[config.mk]
export PLATFORM = sky130hd
export DESIGN_NAME = fifo_uart_tx_flat
export DESIGN_NICKNAME = d
export VERILOG_FILES = /design/src/rtl/fifo_uart_tx_if.sv /design/src/rtl/fifo_uart_tx.sv /design/src/flat_wrapper.sv
export SDC_FILE = /design/constraint.sdc
export NUM_CORES = 1
export LEC_CHECK = 0
export BUFFER_PORTS_ARGS = -buffer_cell sky130_fd_sc_hd__buf_2
export CORE_MARGIN = 3
export CORE_UTILIZATION = 35
export DETAILED_ROUTE_END_ITERATION = 12
export PLACE_DENSITY = 0.59
export SYNTH_ARGS = -nofsm -noshare
export SYNTH_HDL_FRONTEND = slang
export SYNTH_SLANG_ARGS = --single-unit
[constraint.sdc]
create_clock -name clk -period 2.1 [get_ports clk]
set_input_delay 0.42 -clock clk [delete_from_list [all_inputs] [get_ports clk]]
set_output_delay 0.42 -clock clk [all_outputs]
set_load 0.02 [all_outputs]
[src/rtl/fifo_uart_tx_if.sv]
// fifo_uart_tx_if
// FIFO read-port bundle between a synchronous FIFO and the drain stage that
// empties it.
//   fifo_empty  FIFO empty flag
//   fifo_dout   FIFO read data, registered by the FIFO on the edge that samples fifo_rd_en
//   fifo_rd_en  pop request issued by the drain stage
// The master modport is the drain (consumer) side, the slave modport is the FIFO side.

interface fifo_uart_tx_if #(
    parameter int WIDTH = 8
);
    logic             fifo_empty;
    logic [WIDTH-1:0] fifo_dout;
    logic             fifo_rd_en;

    modport master (
        input  fifo_empty,
        input  fifo_dout,
        output fifo_rd_en
    );

    modport slave (
        output fifo_empty,
        output fifo_dout,
        input  fifo_rd_en
    );
endinterface

[src/rtl/fifo_uart_tx.sv]
// fifo_uart_tx
// Drains a synchronous FIFO one word at a time and sends each word as an
// asynchronous serial frame: start bit, data LSB first, optional parity bit,
// stop bit. Only one word is ever in flight, because a pop is issued only from IDLE.
// Parameters:
//   WIDTH         data bits per frame (must match the FIFO width)
//   CLKS_PER_BIT  clock cycles per serial bit (>= 2)
//   PARITY_EN     1 inserts a parity bit after the data bits
//   PARITY_ODD    0 = even parity, 1 = odd parity
// Ports:
//   clk      rising-edge clock
//   rst_n    asynchronous active-low reset
//   fifo     FIFO read port (master side: drives fifo_rd_en)
//   tx       registered serial line, idles high
//   busy     registered, high whenever the state is not IDLE
//   tx_done  registered one-cycle pulse in the first IDLE cycle after a frame

module fifo_uart_tx #(
    parameter int WIDTH        = 8,
    parameter int CLKS_PER_BIT = 16,
    parameter int PARITY_EN    = 0,
    parameter int PARITY_ODD   = 0
) (
    input  logic                clk,
    input  logic                rst_n,
    fifo_uart_tx_if.master      fifo,
    output logic                tx,
    output logic                busy,
    output logic                tx_done
);

    localparam int CNT_W = (CLKS_PER_BIT > 1) ? $clog2(CLKS_PER_BIT) : 1;
    localparam int BIT_W = (WIDTH > 1) ? $clog2(WIDTH) : 1;
    localparam logic [CNT_W-1:0] BAUD_MAX = CNT_W'(CLKS_PER_BIT - 1);
    localparam logic [BIT_W-1:0] BIT_MAX  = BIT_W'(WIDTH - 1);

    typedef enum logic [2:0] {
        IDLE,
        LOAD,
        START,
        DATA,
        PARITY,
        STOP
    } state_t;

    state_t           state, next_state;
    logic [CNT_W-1:0] baud_cnt, baud_next;
    logic [BIT_W-1:0] bit_cnt, bit_next;
    logic [WIDTH-1:0] shift_reg, shift_next;
    logic             parity_bit, parity_next;
    logic             tx_next;
    logic             baud_end;

    assign baud_end = (baud_cnt == BAUD_MAX);

    // The pop is purely combinational so the FIFO registers dout on the same
    // edge that moves us into LOAD; the word is then valid during LOAD.
    assign fifo.fifo_rd_en = (state == IDLE) && !fifo.fifo_empty;

    // Next-state logic. tx is computed from the next state and next shift
    // register so the registered line changes on the same edge as the state.
    always_comb begin
        next_state  = state;
        baud_next   = baud_end ? '0 : baud_cnt + CNT_W'(1);
        bit_next    = bit_cnt;
        shift_next  = shift_reg;
        parity_next = parity_bit;
        tx_next     = 1'b1;

        case (state)
            IDLE: begin
                baud_next = '0;
                if (!fifo.fifo_empty) begin
                    next_state = LOAD;
                end
            end
            LOAD: begin
                baud_next   = '0;
                shift_next  = fifo.fifo_dout;
                parity_next = (^fifo.fifo_dout) ^ (PARITY_ODD != 0);
                next_state  = START;
            end
            START: begin
                if (baud_end) begin
                    bit_next   = '0;
                    next_state = DATA;
                end
            end
            DATA: begin
                if (baud_end) begin
                    if (bit_cnt == BIT_MAX) begin
                        bit_next   = '0;
                        next_state = (PARITY_EN != 0) ? PARITY : STOP;
                    end else begin
                        bit_next   = bit_cnt + BIT_W'(1);
                        shift_next = shift_reg >> 1;
                    end
                end
            end
            PARITY: begin
                if (baud_end) begin
                    next_state = STOP;
                end
            end
            STOP: begin
                if (baud_end) begin
                    next_state = IDLE;
                end
            end
            default: begin
                next_state = IDLE;
            end
        endcase

        // Every state entry starts a fresh bit period.
        if (next_state != state) begin
            baud_next = '0;
        end

        case (next_state)
            START:   tx_next = 1'b0;
            DATA:    tx_next = shift_next[0];
            PARITY:  tx_next = parity_next;
            default: tx_next = 1'b1;
        endcase
    end

    // State and output registers; reset returns the line to idle-high at once.
    always_ff @(posedge clk or negedge rst_n) begin
        if (!rst_n) begin
            state      <= IDLE;
            baud_cnt   <= '0;
            bit_cnt    <= '0;
            shift_reg  <= '0;
            parity_bit <= 1'b0;
            tx         <= 1'b1;
            busy       <= 1'b0;
            tx_done    <= 1'b0;
        end else begin
            state      <= next_state;
            baud_cnt   <= baud_next;
            bit_cnt    <= bit_next;
            shift_reg  <= shift_next;
            parity_bit <= parity_next;
            tx         <= tx_next;
            busy       <= (next_state != IDLE);
            tx_done    <= (state == STOP) && (next_state == IDLE);
        end
    end

endmodule

[src/flat_wrapper.sv]
// flat-port wrapper written by rule: the top's interface ports become plain ports
module fifo_uart_tx_flat 
#(
    parameter int WIDTH        = 8,
    parameter int CLKS_PER_BIT = 16,
    parameter int PARITY_EN    = 0,
    parameter int PARITY_ODD   = 0
)
  (clk, rst_n, tx, busy, tx_done, fifo_fifo_empty, fifo_fifo_dout, fifo_fifo_rd_en);
  fifo_uart_tx_if #(.WIDTH(WIDTH)) fifo_i ();
  input  logic clk;
  input  logic rst_n;
  output logic tx;
  output logic busy;
  output logic tx_done;
  input wire logic [$bits(fifo_i.fifo_empty)-1:0] fifo_fifo_empty;
  input wire logic [$bits(fifo_i.fifo_dout)-1:0] fifo_fifo_dout;
  output wire logic [$bits(fifo_i.fifo_rd_en)-1:0] fifo_fifo_rd_en;
  assign fifo_i.fifo_empty = fifo_fifo_empty;
  assign fifo_i.fifo_dout = fifo_fifo_dout;
  assign fifo_fifo_rd_en = fifo_i.fifo_rd_en;
  fifo_uart_tx #(.WIDTH(WIDTH), .CLKS_PER_BIT(CLKS_PER_BIT), .PARITY_EN(PARITY_EN), .PARITY_ODD(PARITY_ODD)) u_core (.clk(clk), .rst_n(rst_n), .fifo(fifo_i), .tx(tx), .busy(busy), .tx_done(tx_done));
endmodule
==> results.json <==
{
  "status": "completed",
  "hold_viol_final": 0,
  "critPathKind": "flip-flop to flip-flop",
  "synth_flop_cell": "dfrtp_1",
  "period_share": 0.881,
  "grt_pass1_wl_um": 4000,
  "ant_nets": 0,
  "cts_hold_buf": 0,
  "clkPwrFrac": 0.399,
  "clock-sinks": 22,
  "synth_fp_nets": 123,
  "min_period_ns": 1.85,
  "antenna_found_initial": 0,
  "ys_types": 35,
  "syn_area_sq_mm": 0.00113,
  "drc": 0,
  "met3_usage": 0.0342,
  "postSynthCellCount": 109,
  "p_per_area_mw_per_mm2": 625,
  "dieHeight_um": 62.8,
  "seq_area_frac_synth": 0.488,
  "setup_viol": 0,
  "fillers": 289,
  "maxCapViolCount": 0,
  "drtIter0Drc": 22,
  "core-area_sq_mm": 0.00292,
  "die_area_sq_mm": 0.00395,
  "root_buffer": "clkbuf_4",
  "synth_warnings": 0,
  "clkLatencyLatePin_ns": 0.31,
  "grt_max_degree": 23,
  "p_leak_nw": 0.606,
  "arrival_ns": 2.06,
  "p_comb_frac": 0.062,
  "muxShareOfSynthArea": 0.00997,
  "holdWs_ns": 0.0475,
  "worstMarginPinSlew_ns": 0.499,
  "synth_seq_cells": 22,
  "p_int_uw": 651,
  "drtPass1Iterations": 4,
  "rsz0062_at_grt": "no",
  "synthSimpleGateAreaFrac": 0.142,
  "cts-resized-gates": 0,
  "skew_ns": 0.0112,
  "die_w_um": 62.8,
  "cp-end-kind": "flip-flop",
  "p_switching_uw": 164,
  "drv_slew": 0,
  "reg2reg_slack_ns": 0.25,
  "grt.met2_usage": 0.198,
  "grt.overflow.total": 0,
  "synth_edf_count": 0,
  "setup_tns_ns": 0,
  "worst_slack_ns": 0.250,
  "start_kind": "flip-flop",
  "synth_top_family_by_area": "compound AO/OA/AOI/OAI gates",
  "cp_max_fo": 7,
  "synth_compound_area_frac": 0.218,
  "rows": 19,
  "met1_usage": 0.170,
  "place_inst": 164,
  "stdcell_count": 168,
  "grt_use_total": 0.125,
  "async_flop_share": 1.00,
  "numCtsBuffers": 3,
  "dp_slack_ns": 0.272,
  "drt_wl_total_um": 2360,
  "ir_worst_vdd_mv": 0.424,
  "initial_core_util": 0.386,
  "final_core_util": 0.445,
  "io_pins": 15,
  "place_congestion": 0.780,
  "cts_buffer_depth": 2,
  "power_frac_seq": 0.539,
  "drive_gt1_frac": 0.214,
  "hold_path_class": "input pin to asynchronous set/reset pin",
  "hpwl_um": 1740,
  "port_buffers": 14,
  "diodes": 0,
  "htreeDepth": 1,
  "avgSynthCellArea_sq_um": 10.4,
  "p_sw_frac": 0.201,
  "max_freq_mhz": 541,
  "fin_nets": 141,
  "grt_pass1_vias": 879,
  "max_slew_margin": 0.667,
  "clkTransAtPathRegs_ns": 0.13,
  "routedWlPerCell_um": 14.0,
  "busiest_layer": "met2",
  "vias": 874,
  "synth_adder_area_share": 0.0332,
  "cts_setup_buffers": 0,
  "worstPathRequired_ns": 2.31,
  "synth_xor_area_frac": 0.0698,
  "largest_register_ffs": 8,
  "area_delta_synth_final_pct": 15.3,
  "vias_per_cell": 5.20,
  "cts_tree": "yes"
}
-- layout make-up --
type	count	area, sq um	share of cell area
Sequential cell	22	552	0.424
Multi-Input combinational cell	79	534	0.410
Timing Repair Buffer	18	100	0.0768
Tap cell	42	52.6	0.0403
Clock inverter	1	30.0	0.0231
Clock buffer	3	22.5	0.0173
Inverter	3	11.3	0.00865
-- through the flow --
stage	area, sq um	total power, mW
finish	1300	0.815
detailed placement	1250	0.499
floorplan	1130	0.473
CTS	1300	0.827
global placement	1250	0.499
global route	1300	0.847
-- cell usage in the layout (no fill, tap or decap), types with 2 or more instances in the layout --
master    count
a21oi_1       9
a311oi_1      2
and2_1        2
buf_2        14
buf_4         4
clkbuf_4      3
dfrtp_1      21
ha_1          3
inv_1         3
nand2_1       5
nand2b_1      3
nand3_1       3
nor2_1        7
nor2b_1       2
nor3_1        2
o21ai_0       4
o22ai_1      13
xnor2_1       9
-- cells in the mapped netlist (all sizes together) (2+ instances only) --
cell type	instances	area share
o21ai	4	0.018
nand2	5	0.017
and2	3	0.019
nand3	3	0.013
xnor2	9	0.070
buf	4	0.025
dfrtp	21	0.47
nand2b	3	0.017
inv	3	0.010
nor3	2	0.0089
o22ai	13	0.072
ha	3	0.033
nor2	7	0.023
nor2b	2	0.011
a311oi	3	0.029
a21oi	9	0.040
-- worst max-delay path, cell delays in order (launching register included) --
cell and delay (ns):
dfrtp_1 0.42, ha_1 0.29, and3_1 0.33, and2_4 0.20, a311oi_2 0.11, or3_1 0.39
-- worst paths after layout --
check                                           startpoint                               to  depth (start not counted)
max                           u_core.baud_cnt[0]$_DFF_PN0_            u_core.busy$_DFF_PN0_                          5
min                                                  rst_n     u_core.baud_cnt[0]$_DFF_PN0_                          1
max reg2reg                   u_core.baud_cnt[0]$_DFF_PN0_            u_core.busy$_DFF_PN0_                          5
min reg2reg                u_core.shift_reg[7]$_DFFE_PN0P_  u_core.shift_reg[7]$_DFFE_PN0P_                          1
max in group asynchronous                            rst_n              u_core.tx$_DFF_PN1_                          1
min in group clk                         fifo_fifo_dout[7]  u_core.shift_reg[7]$_DFFE_PN0P_                          2
-- per-layer routing --
layer | up-vias | wire (um)
met5 | - | 0
met4 | 0 | 14
li1 | 441 | -
met2 | 21 | 1120
met1 | 410 | 1120
met3 | 2 | 95
-- power groups by stage --
stage	clock network (mW)	logic (mW)	registers, mW
4_1_cts	0.335	0.0522	0.439
6_report	0.325	0.0507	0.439
3_5_place_dp	0	0.0528	0.447
2_1_floorplan	0	0.0286	0.444
3_3_place_gp	0	0.0516	0.447
5_1_grt	0.349	0.0578	0.440
-- cell families (layout without fill, tap and decap cells) --
family / Yosys count / after routing
AND/OR/NAND/NOR: 30 / 30
AO/OA/AOI/OAI: 36 / 36
adder cells (fa/ha/maj): 3 / 3
XOR/XNOR: 9 / 9
flip-flops: 22 / 22
multiplexers: 1 / 1
buffers and inverters: 8 / 25
(Power assumes the default switching activity.)
